--- src/rtl/st_dio_pkg.sv ---
// Shared types and constants for the Atari ST HPS data-I/O DMA endpoint.
package st_dio_pkg;

   typedef enum logic [1:0] {
      ST_IDLE     = 2'd0,
      ST_WRITE    = 2'd1,
      ST_READ     = 2'd2,
      ST_WAIT_ACK = 2'd3
   } dio_state_e;

   localparam logic [3:0] IDX_CTRL    = 4'd0;
   localparam logic [3:0] IDX_ADDR_H  = 4'd1;
   localparam logic [3:0] IDX_ADDR_M  = 4'd2;
   localparam logic [3:0] IDX_ADDR_L  = 4'd3;
   localparam logic [3:0] IDX_WORDS_H = 4'd4;
   localparam logic [3:0] IDX_WORDS_L = 4'd5;
   localparam logic [3:0] IDX_LEVEL   = 4'd6;
   localparam logic [3:0] IDX_RESULT  = 4'd7;

   localparam logic [7:0] NAK_RESULT = 8'hFF;

   // A programmed count of zero stands for a full 64K-word transfer.
   function automatic logic [16:0] word_count(input logic [15:0] words);
      return (words == 16'd0) ? 17'h1_0000 : {1'b0, words};
   endfunction

endpackage

--- src/rtl/st_dio_fifo.sv ---
// Synchronous show-ahead FIFO: head word is visible without a read strobe,
// reads as zero when empty. Push when full and pop when empty are ignored.
module st_dio_fifo #(
   parameter int FIFO_AW = 4,
   parameter int DATA_W  = 16
) (
   input  logic               clk_sys,
   input  logic               reset_n,
   input  logic               i_clr,
   input  logic               i_push,
   input  logic [DATA_W-1:0]  i_wdata,
   input  logic               i_pop,
   output logic [DATA_W-1:0]  o_head,
   output logic               o_full,
   output logic               o_empty,
   output logic [FIFO_AW:0]   o_level
);

   localparam int DEPTH = 1 << FIFO_AW;

   logic [DATA_W-1:0]  r_mem [DEPTH];
   logic [FIFO_AW-1:0] r_wptr;
   logic [FIFO_AW-1:0] r_rptr;
   logic [FIFO_AW:0]   r_level;
   logic               w_push;
   logic               w_pop;

   assign w_push  = i_push & ~o_full;
   assign w_pop   = i_pop & ~o_empty;
   assign o_full  = r_level[FIFO_AW];
   assign o_empty = (r_level == {(FIFO_AW+1){1'b0}});
   assign o_level = r_level;
   assign o_head  = o_empty ? {DATA_W{1'b0}} : r_mem[r_rptr];

   // Storage array, written at the tail.
   always_ff @(posedge clk_sys) begin
      if (w_push) begin
         r_mem[r_wptr] <= i_wdata;
      end
   end

   // Pointers and fill level; clear takes priority over traffic.
   always_ff @(posedge clk_sys or negedge reset_n) begin
      if (!reset_n) begin
         r_wptr  <= {FIFO_AW{1'b0}};
         r_rptr  <= {FIFO_AW{1'b0}};
         r_level <= {(FIFO_AW+1){1'b0}};
      end else if (i_clr) begin
         r_wptr  <= {FIFO_AW{1'b0}};
         r_rptr  <= {FIFO_AW{1'b0}};
         r_level <= {(FIFO_AW+1){1'b0}};
      end else begin
         if (w_push) r_wptr <= r_wptr + FIFO_AW'(1);
         if (w_pop)  r_rptr <= r_rptr + FIFO_AW'(1);
         case ({w_push, w_pop})
            2'b10:   r_level <= r_level + (FIFO_AW+1)'(1);
            2'b01:   r_level <= r_level - (FIFO_AW+1)'(1);
            default: r_level <= r_level;
         endcase
      end
   end

endmodule

--- src/rtl/st_dio_dma.sv ---
// Core-side endpoint of the ST HPS data-I/O link: moves toggle-strobed words
// between the HPS stream and ST RAM through a FIFO and a single-outstanding RAM port.
module st_dio_dma
   import st_dio_pkg::*;
#(
   parameter int FIFO_AW = 4,
   parameter int ADDR_W  = 23
) (
   input  logic              clk_sys,
   input  logic              reset_n,
   input  logic              dio_in_strobe,
   input  logic [15:0]       dio_in,
   input  logic              dio_out_strobe,
   output logic [15:0]       dio_out,
   input  logic              dma_ack,
   input  logic [7:0]        dma_status,
   input  logic              dma_nak,
   output logic [7:0]        dio_status,
   input  logic [3:0]        dio_status_idx,
   input  logic              dma_start,
   input  logic              dma_dir,
   input  logic [ADDR_W-1:0] dma_addr,
   input  logic [15:0]       dma_words,
   output logic              dma_busy,
   output logic              dma_done,
   output logic [7:0]        dma_result,
   output logic              ram_req,
   output logic              ram_we,
   output logic [ADDR_W-1:0] ram_addr,
   output logic [15:0]       ram_wdata,
   input  logic [15:0]       ram_rdata,
   input  logic              ram_ack
);

   logic              r_armed;
   logic              r_prev_in, r_prev_out, r_prev_ack, r_prev_nak;
   logic              r_ev_in, r_ev_out, r_ev_ack, r_ev_nak;
   logic [15:0]       r_din;
   logic [7:0]        r_stat_in;
   dio_state_e        r_state, w_next;
   logic              r_dir;
   logic [ADDR_W-1:0] r_addr;
   logic [16:0]       r_words;
   logic [16:0]       r_left;
   logic              r_overrun, r_underrun;
   logic              r_req, r_we;
   logic [15:0]       r_wdata;
   logic              r_end_pend;
   logic [7:0]        r_end_res;
   logic              r_done, r_busy;
   logic [7:0]        r_result;

   logic              w_full, w_empty;
   logic [FIFO_AW:0]  w_level;
   logic [15:0]       w_head, w_fifo_wdata;
   logic              w_fifo_push, w_fifo_pop;
   logic              w_start, w_active, w_end_ev, w_ending, w_finish, w_ack_seen;
   logic [7:0]        w_ev_res, w_fin_res, w_status;
   logic              w_wr_push, w_wr_pop, w_rd_push, w_rd_pop;
   logic              w_issue_wr, w_issue_rd, w_overrun_ev, w_underrun_ev;
   logic [23:0]       w_addr24;

   st_dio_fifo #(.FIFO_AW(FIFO_AW), .DATA_W(16)) u_fifo (
      .clk_sys (clk_sys),
      .reset_n (reset_n),
      .i_clr   (w_start),
      .i_push  (w_fifo_push),
      .i_wdata (w_fifo_wdata),
      .i_pop   (w_fifo_pop),
      .o_head  (w_head),
      .o_full  (w_full),
      .o_empty (w_empty),
      .o_level (w_level)
   );

   // Toggle detectors; the first cycle after reset only primes the prev registers.
   always_ff @(posedge clk_sys or negedge reset_n) begin
      if (!reset_n) begin
         r_armed    <= 1'b0;
         r_prev_in  <= 1'b0;
         r_prev_out <= 1'b0;
         r_prev_ack <= 1'b0;
         r_prev_nak <= 1'b0;
         r_ev_in    <= 1'b0;
         r_ev_out   <= 1'b0;
         r_ev_ack   <= 1'b0;
         r_ev_nak   <= 1'b0;
         r_din      <= 16'h0000;
         r_stat_in  <= 8'h00;
      end else begin
         r_armed    <= 1'b1;
         r_prev_in  <= dio_in_strobe;
         r_prev_out <= dio_out_strobe;
         r_prev_ack <= dma_ack;
         r_prev_nak <= dma_nak;
         r_ev_in    <= r_armed & (dio_in_strobe ^ r_prev_in);
         r_ev_out   <= r_armed & (dio_out_strobe ^ r_prev_out);
         r_ev_ack   <= r_armed & (dma_ack ^ r_prev_ack);
         r_ev_nak   <= r_armed & (dma_nak ^ r_prev_nak);
         r_din      <= dio_in;
         r_stat_in  <= dma_status;
      end
   end

   // Transfer control strobes derived from state, events and FIFO flags.
   always_comb begin
      w_start    = (r_state == ST_IDLE) & dma_start;
      w_active   = (r_state == ST_WRITE) | (r_state == ST_READ);
      w_end_ev   = r_ev_ack | r_ev_nak;
      w_ev_res   = r_ev_nak ? NAK_RESULT : r_stat_in;
      // Once an ack/nak is seen mid-transfer, only the outstanding request may finish.
      w_ending   = w_active & (w_end_ev | r_end_pend);
      w_ack_seen = r_req & ram_ack;
      w_finish   = ((r_state == ST_WAIT_ACK) & w_end_ev) | (w_ending & (~r_req | ram_ack));
      w_fin_res  = r_end_pend ? r_end_res : w_ev_res;
      w_wr_push  = r_ev_in & (r_state == ST_WRITE) & ~w_full & (r_left != 17'd0);
      w_wr_pop   = (r_state == ST_WRITE) & w_ack_seen;
      w_issue_wr = (r_state == ST_WRITE) & ~w_empty & ~r_req & ~w_ending & (r_words != 17'd0);
      w_issue_rd = (r_state == ST_READ) & ~w_full & ~r_req & ~w_ending & (r_left != 17'd0);
      w_rd_push  = (r_state == ST_READ) & w_ack_seen & ~w_ending;
      w_rd_pop   = r_ev_out & (r_state == ST_READ) & ~w_empty;
      w_overrun_ev  = r_ev_in & (r_state != ST_IDLE) & ~r_dir & ~w_wr_push;
      w_underrun_ev = r_ev_out & (r_state != ST_IDLE) & r_dir & ~w_rd_pop;
      w_fifo_push  = w_wr_push | w_rd_push;
      w_fifo_pop   = w_wr_pop | w_rd_pop;
      w_fifo_wdata = r_dir ? ram_rdata : r_din;
   end

   // FSM state register.
   always_ff @(posedge clk_sys or negedge reset_n) begin
      if (!reset_n) begin
         r_state <= ST_IDLE;
      end else begin
         r_state <= w_next;
      end
   end

   // FSM next-state logic.
   always_comb begin
      w_next = r_state;
      case (r_state)
         ST_IDLE: begin
            if (dma_start) w_next = dma_dir ? ST_READ : ST_WRITE;
            else           w_next = ST_IDLE;
         end
         ST_WRITE: begin
            if (w_finish)                  w_next = ST_IDLE;
            else if (r_words == 17'd0)     w_next = ST_WAIT_ACK;
            else                           w_next = ST_WRITE;
         end
         ST_READ: begin
            if (w_finish)                                       w_next = ST_IDLE;
            else if ((r_left == 17'd0) & ~r_req & w_empty)      w_next = ST_WAIT_ACK;
            else                                                w_next = ST_READ;
         end
         ST_WAIT_ACK: begin
            if (w_finish) w_next = ST_IDLE;
            else          w_next = ST_WAIT_ACK;
         end
         default: w_next = ST_IDLE;
      endcase
   end

   // FSM output logic: status window.
   always_comb begin
      w_addr24 = 24'(r_addr);
      w_status = 8'h00;
      case (dio_status_idx)
         IDX_CTRL:    w_status = {r_busy, r_dir, r_overrun, r_underrun, 2'b00, 2'(r_state)};
         IDX_ADDR_H:  w_status = w_addr24[23:16];
         IDX_ADDR_M:  w_status = w_addr24[15:8];
         IDX_ADDR_L:  w_status = w_addr24[7:0];
         IDX_WORDS_H: w_status = r_words[15:8];
         IDX_WORDS_L: w_status = r_words[7:0];
         IDX_LEVEL:   w_status = 8'(w_level);
         IDX_RESULT:  w_status = r_result;
         default:     w_status = 8'h00;
      endcase
   end

   // Transfer datapath: address, counters, RAM request and error flags.
   always_ff @(posedge clk_sys or negedge reset_n) begin
      if (!reset_n) begin
         r_dir      <= 1'b0;
         r_addr     <= {ADDR_W{1'b0}};
         r_words    <= 17'd0;
         r_left     <= 17'd0;
         r_overrun  <= 1'b0;
         r_underrun <= 1'b0;
         r_req      <= 1'b0;
         r_we       <= 1'b0;
         r_wdata    <= 16'h0000;
         r_end_pend <= 1'b0;
         r_end_res  <= 8'h00;
      end else if (w_start) begin
         r_dir      <= dma_dir;
         r_addr     <= dma_addr;
         r_words    <= word_count(dma_words);
         r_left     <= word_count(dma_words);
         r_overrun  <= 1'b0;
         r_underrun <= 1'b0;
         r_req      <= 1'b0;
         r_we       <= 1'b0;
         r_end_pend <= 1'b0;
      end else begin
         if (w_ack_seen) begin
            r_req  <= 1'b0;
            r_we   <= 1'b0;
            r_addr <= r_addr + ADDR_W'(1);
         end else if (w_issue_wr | w_issue_rd) begin
            r_req   <= 1'b1;
            r_we    <= w_issue_wr;
            r_wdata <= w_head;
         end
         // r_words counts words still owed to RAM (write) or to the HPS (read).
         if (w_wr_pop | w_rd_pop)    r_words <= r_words - 17'd1;
         if (w_wr_push | w_issue_rd) r_left  <= r_left - 17'd1;
         if (w_overrun_ev)  r_overrun  <= 1'b1;
         if (w_underrun_ev) r_underrun <= 1'b1;
         if (w_finish) begin
            r_end_pend <= 1'b0;
         end else if (w_active & w_end_ev & ~r_end_pend) begin
            r_end_pend <= 1'b1;
            r_end_res  <= w_ev_res;
         end
      end
   end

   // Completion outputs.
   always_ff @(posedge clk_sys or negedge reset_n) begin
      if (!reset_n) begin
         r_done   <= 1'b0;
         r_busy   <= 1'b0;
         r_result <= 8'h00;
      end else begin
         r_done <= w_finish;
         r_busy <= (w_next != ST_IDLE);
         if (w_finish) r_result <= w_fin_res;
      end
   end

   assign dio_out    = w_head;
   assign dio_status = w_status;
   assign dma_busy   = r_busy;
   assign dma_done   = r_done;
   assign dma_result = r_result;
   assign ram_req    = r_req;
   assign ram_we     = r_we;
   assign ram_addr   = r_addr;
   assign ram_wdata  = r_wdata;

endmodule

--- config.mk ---
export PLATFORM = sky130hd
export DESIGN_NAME = st_dio_dma
export DESIGN_NICKNAME = d
export VERILOG_FILES = /design/src/rtl/st_dio_pkg.sv /design/src/rtl/st_dio_fifo.sv /design/src/rtl/st_dio_dma.sv
export SDC_FILE = /design/constraint.sdc
export NUM_CORES = 1
export LEC_CHECK = 0
export BUFFER_PORTS_ARGS = -buffer_cell sky130_fd_sc_hd__buf_2
export CORE_MARGIN = 3
export CORE_UTILIZATION = 59
export CTS_CLUSTER_SIZE = 20
export DETAILED_ROUTE_END_ITERATION = 16
export HOLD_SLACK_MARGIN = 0.15
export PLACE_DENSITY = 0.87
export SYNTH_ARGS = -nofsm -noshare
export SYNTH_HDL_FRONTEND = slang
export SYNTH_SLANG_ARGS = --single-unit
--- constraint.sdc ---
create_clock -name clk_sys -period 4.5 [get_ports clk_sys]
set_input_delay 0.225 -clock clk_sys [delete_from_list [all_inputs] [get_ports clk_sys]]
set_output_delay 0.225 -clock clk_sys [all_outputs]
set_load 0.01 [all_outputs]
==> PnR_summary.wiki <==
{| class="wikitable"
! Metric !! Value
|-
| CTS clk-pin slew, worst paths || 60 ps
|-
| Final Setup Violations || 0
|-
| IR Drop Worst-Case VDD || 0.420 mV
|-
| Number of failing hold endpoints at the final stage || 0
|-
| Final core utilization || 71.9%
|-
| Number of port buffers || 166
|-
| Critical path, cell by cell || inv_1 -> ha_1 -> or4b_1 -> nand4b_4 -> a31oi_2 -> buf_4 -> ha_1 -> xor2_1 -> ha_1 -> nor2_1 -> o32ai_1 -> a221oi_1 -> or3_1 -> a21oi_1
|-
| Data arrival time of the critical path || 4440 ps
|-
| Tightest slew margin relative to the limit || 27.2%
|-
| Final Worst Setup Slack || 504 ps
|-
| Top cells by instance count after synthesis || edfxtp_1, dfrtp_1, nand2_1, mux4_2, o21ai_0
|-
| Mean routed wirelength per cell || 24.7 um
|-
| Total detailed-routing wirelength || 45400 um
|-
| Rows || 62
|-
| Clock latency on the worst-skew pair || 540 ps
|-
| Most frequently used flop master after synthesis || edfxtp_1
|-
| CTS Sinks || 401
|-
| Die boundary height || 178 um
|-
| CTS tree || yes
|-
| Final critical delay including setup and external delays || 4000 ps
|-
| Global-route wire length before repair || 68600 um
|-
| Non-filler cells in the finished layout || 1838
|-
| CTS Hold Buffers Added || 70
|-
| WS Path Type || register to register
|-
| Antenna Nets Post-Route || 0
|-
| Number of enable flip-flop cells after synthesis || 256
|-
| Number of cell instances on the worst register-to-register path || 14
|-
| Total congestion overflow after global routing || 0
|-
| R2R setup slack || 500 ps
|-
| Seq. cell area || 11300 um^2
|-
| Post-synth net total || 1294
|-
| Gates resized, CTS repair || 0
|-
| Largest delay contributor family on the critical path || simple AND/OR/NAND/NOR gates
|-
| Vias/cell || 6.50
|-
| Pwr/cell area || 518 nW/um^2
|-
| CTS root buf || clkbuf_16
|-
| Clock Tree Buf Depth || 3
|-
| Die outline width || 178 um
|-
| Setup Total Neg Slack || 0 ps
|-
| Nature of the critical path startpoint || register
|-
| Most frequently used cell type in the post-synthesis netlist || edfxtp_1
|-
| Boundary pin count || 167
|-
| Hold Crit Class || input port to register
|-
| Max Transition Viols Final || 0
|-
| Number of vias after detailed routing || 11900
|-
| Number of detailed-routing iterations run before antenna repair || 6
|-
| Max-capacitance violation count || 0
|-
| Drc violations || 0
|-
| Maximum number of pins on one net before global-route repair || 99
|-
| Fraction of post-synthesis cell area in the top cell type by area || 44.0%
|-
| Core area || 28900 um^2
|-
| Worst Clk Skew || 24.5 ps
|-
| Top cell by count, worst path || ha_1
|-
| Setup repair after global routing missed its margin || no
|-
| Initial cell density of the core || 60.4%
|-
| Number of synthesis warnings || 0
|-
| WHS Endpoint || u_fifo.r_mem[15][12]
|-
| Antenna Cells || 0
|-
| Post-CTS setup buffers || 0
|-
| Instance count along the most critical hold path || 2
|-
| Iter 0 DRT Violations || 1372
|-
| H-tree Lvls || 2
|-
| Hold path start || ram_rdata[12]
|-
| Avg Inst Size Synth || 14.8 um^2
|-
| Top cell type by total area after synthesis || edfxtp_1
|-
| Maximum operating frequency || 250 MHz
|-
| Buffer and inverter count on the worst path || 2
|-
| Gpl congestion || 0.892
|-
| Vias in the first global route || 11700
|-
| Footprint of the multi-input gates || 5820 um^2
|-
| Layout cells sized above 1 || 27.8%
|-
| Total power of the final layout || 10.8 mW
|-
| Launching point of the worst reg2reg path || r_left[0]
|-
| Pin slew with the least headroom to its limit || 1090 ps
|-
| Net count reported at finish || 1531
|-
| Number of placed cells counting well taps || 1693
|-
| Portion of the clock cycle consumed by the worst path in the final layout || 88.8%
|-
| Outcome || complete, no violations
|-
| Leakage power figure || 7.69 nW
|-
| Post-synthesis cell count || 1185
|-
| Dpl hpwl || 27600 um
|-
| Crit path max fanout || 19
|-
| Share of synthesized registers carrying an async set or reset || 36.2%
|-
| Die Outline Area || 31700 um^2
|-
| Synthesis-stage register bit count || 401
|-
| Most area-consuming cells after synthesis || edfxtp_1, dfrtp_1, mux4_2
|-
| Synthesis-to-finish area growth || 18.9%
|-
| Total GRT Usage || 28.8%
|-
| Sequential share of the synthesized area || 64.7%
|-
| Count of different cell masters after synthesis || 68
|-
| Filler cell count || 1710
|-
| Crit end category || register
|-
| Pre-CTS setup slack || 909 ps
|-
| Peak per-stage delay on the critical path || 500 ps
|-
| Cell with the biggest individual delay on the critical path || or4b_1
|-
| Initial antenna violation count || 0
|-
| Endpoint of the lowest-slack register-to-register path || u_fifo.o_level[4]
|-
| Cell area after technology mapping || 17500 um^2
|-
| CTS Buf Count || 41
|-
| Required time at the worst-slack endpoint || 4950 ps
|}
placed cells by master, fill, tap and decap left out, types with 4 or more instances in the layout:
cell type,n
nand4_1,9
mux2_4,10
clkbuf_16,42
clkinv_1,5
nand2b_1,5
and3_1,11
buf_2,165
dlygate4sd3_1,70
mux2_2,45
buf_4,28
o21ai_0,69
a211oi_1,8
o31ai_1,8
clkbuf_1,12
and4_1,6
nor3_2,4
nand3_1,26
a22oi_1,4
nand3b_1,4
nor3b_1,4
mux2i_1,26
inv_1,22
nor3_1,17
ha_1,17
nor4_2,6
or4_1,10
nor2_1,66
nand2_1,72
mux4_2,70
xnor2_1,28
dfrtp_1,142
nor4_1,12
a31oi_1,12
xor2_1,26
clkinv_2,7
or3_1,6
and2_1,7
edfxtp_1,256
a21oi_1,57
registers in the layout, summed over array words and instances, names as in the netlist, 2 cells and up:
signal          cells
u_fifo.r_mem      256
ram_addr           23
r_din              16
ram_wdata          16
r_stat_in           8
u_fifo.r_wptr       4
r_words            17
r_left             17
r_state             2
r_end_res           8
u_fifo.r_rptr       4
u_fifo.o_level      5
dma_result          8
worst max-delay path by stage:
stage                            from                  to  depth (start not counted)  slack (ps)
finish                      r_left[0]   u_fifo.o_level[4]                         14         500
global route        u_fifo.o_level[4]   u_fifo.o_level[4]                         12         290
CTS                         r_left[0]   u_fifo.o_level[4]                         14         610
detailed placement  u_fifo.o_level[4]   u_fifo.o_level[4]                         12         910
global placement    u_fifo.o_level[4]   u_fifo.o_level[4]                         12        1050
floorplan                  r_state[0]  u_fifo.r_mem[3][0]                          7         960
kinds of logic after synthesis:
| family | count (synthesis) | share of synthesized area [%] |
|---|---|---|
| fa+ha+maj | 17 | 1.22 |
| simple gates | 283 | 8.55 |
| flops | 401 | 64.7 |
| xor+xnor | 54 | 2.71 |
| other cells | 1 | 0.0214 |
| compound gates | 185 | 6.30 |
| mux | 151 | 14.3 |
| buf+inv | 93 | 2.23 |
stage by stage:
| stage | instance area, um^2 | hold slack, ps |
|---|---|---|
| floorplan | 17500 | -70.6 |
| detailed placement | 18800 | 334 |
| global placement | 18800 | 333 |
| finish | 20800 | 219 |
| CTS | 20800 | 203 |
| global route | 20800 | 258 |
worst reg2reg max path, stage by stage, from the launching register on:
cell      delay [ps]
dfrtp_1          430
inv_1            120
ha_1             150
or4b_1           500
nand4b_4         270
a31oi_2          250
buf_4            280
ha_1             380
xor2_1           200
ha_1             240
nor2_1            70
o32ai_1          310
a221oi_1         200
or3_1            370
a21oi_1          170
power by group:
| part | internal [mW] | leakage (nW) | switching (mW) | total, mW |
|---|---|---|---|---|
| combinational | 0.947 | 2.99 | 1.40 | 2.34 |
| clock | 1.92 | 0.641 | 1.38 | 3.30 |
| sequential | 4.56 | 4.06 | 0.574 | 5.13 |
layout make-up:
cell class | instances | share of cell area [%]
Timing Repair Buffer | 265 | 8.50
Tap cell | 384 | 2.31
Inverter | 22 | 0.397
Sequential cell | 401 | 54.4
Clock buffer | 55 | 5.34
Multi-Input combinational cell | 691 | 28.0
Clock inverter | 20 | 0.999
layer usage:
layer	up-vias	track usage, %	routed length, um
li1	5018	-	-
met3	167	5.70	4630
met1	5884	39.7	17100
met5	-	0	0
met2	871	46.6	22100
met4	0	9.69	1640
(Power assumes the default switching activity.)
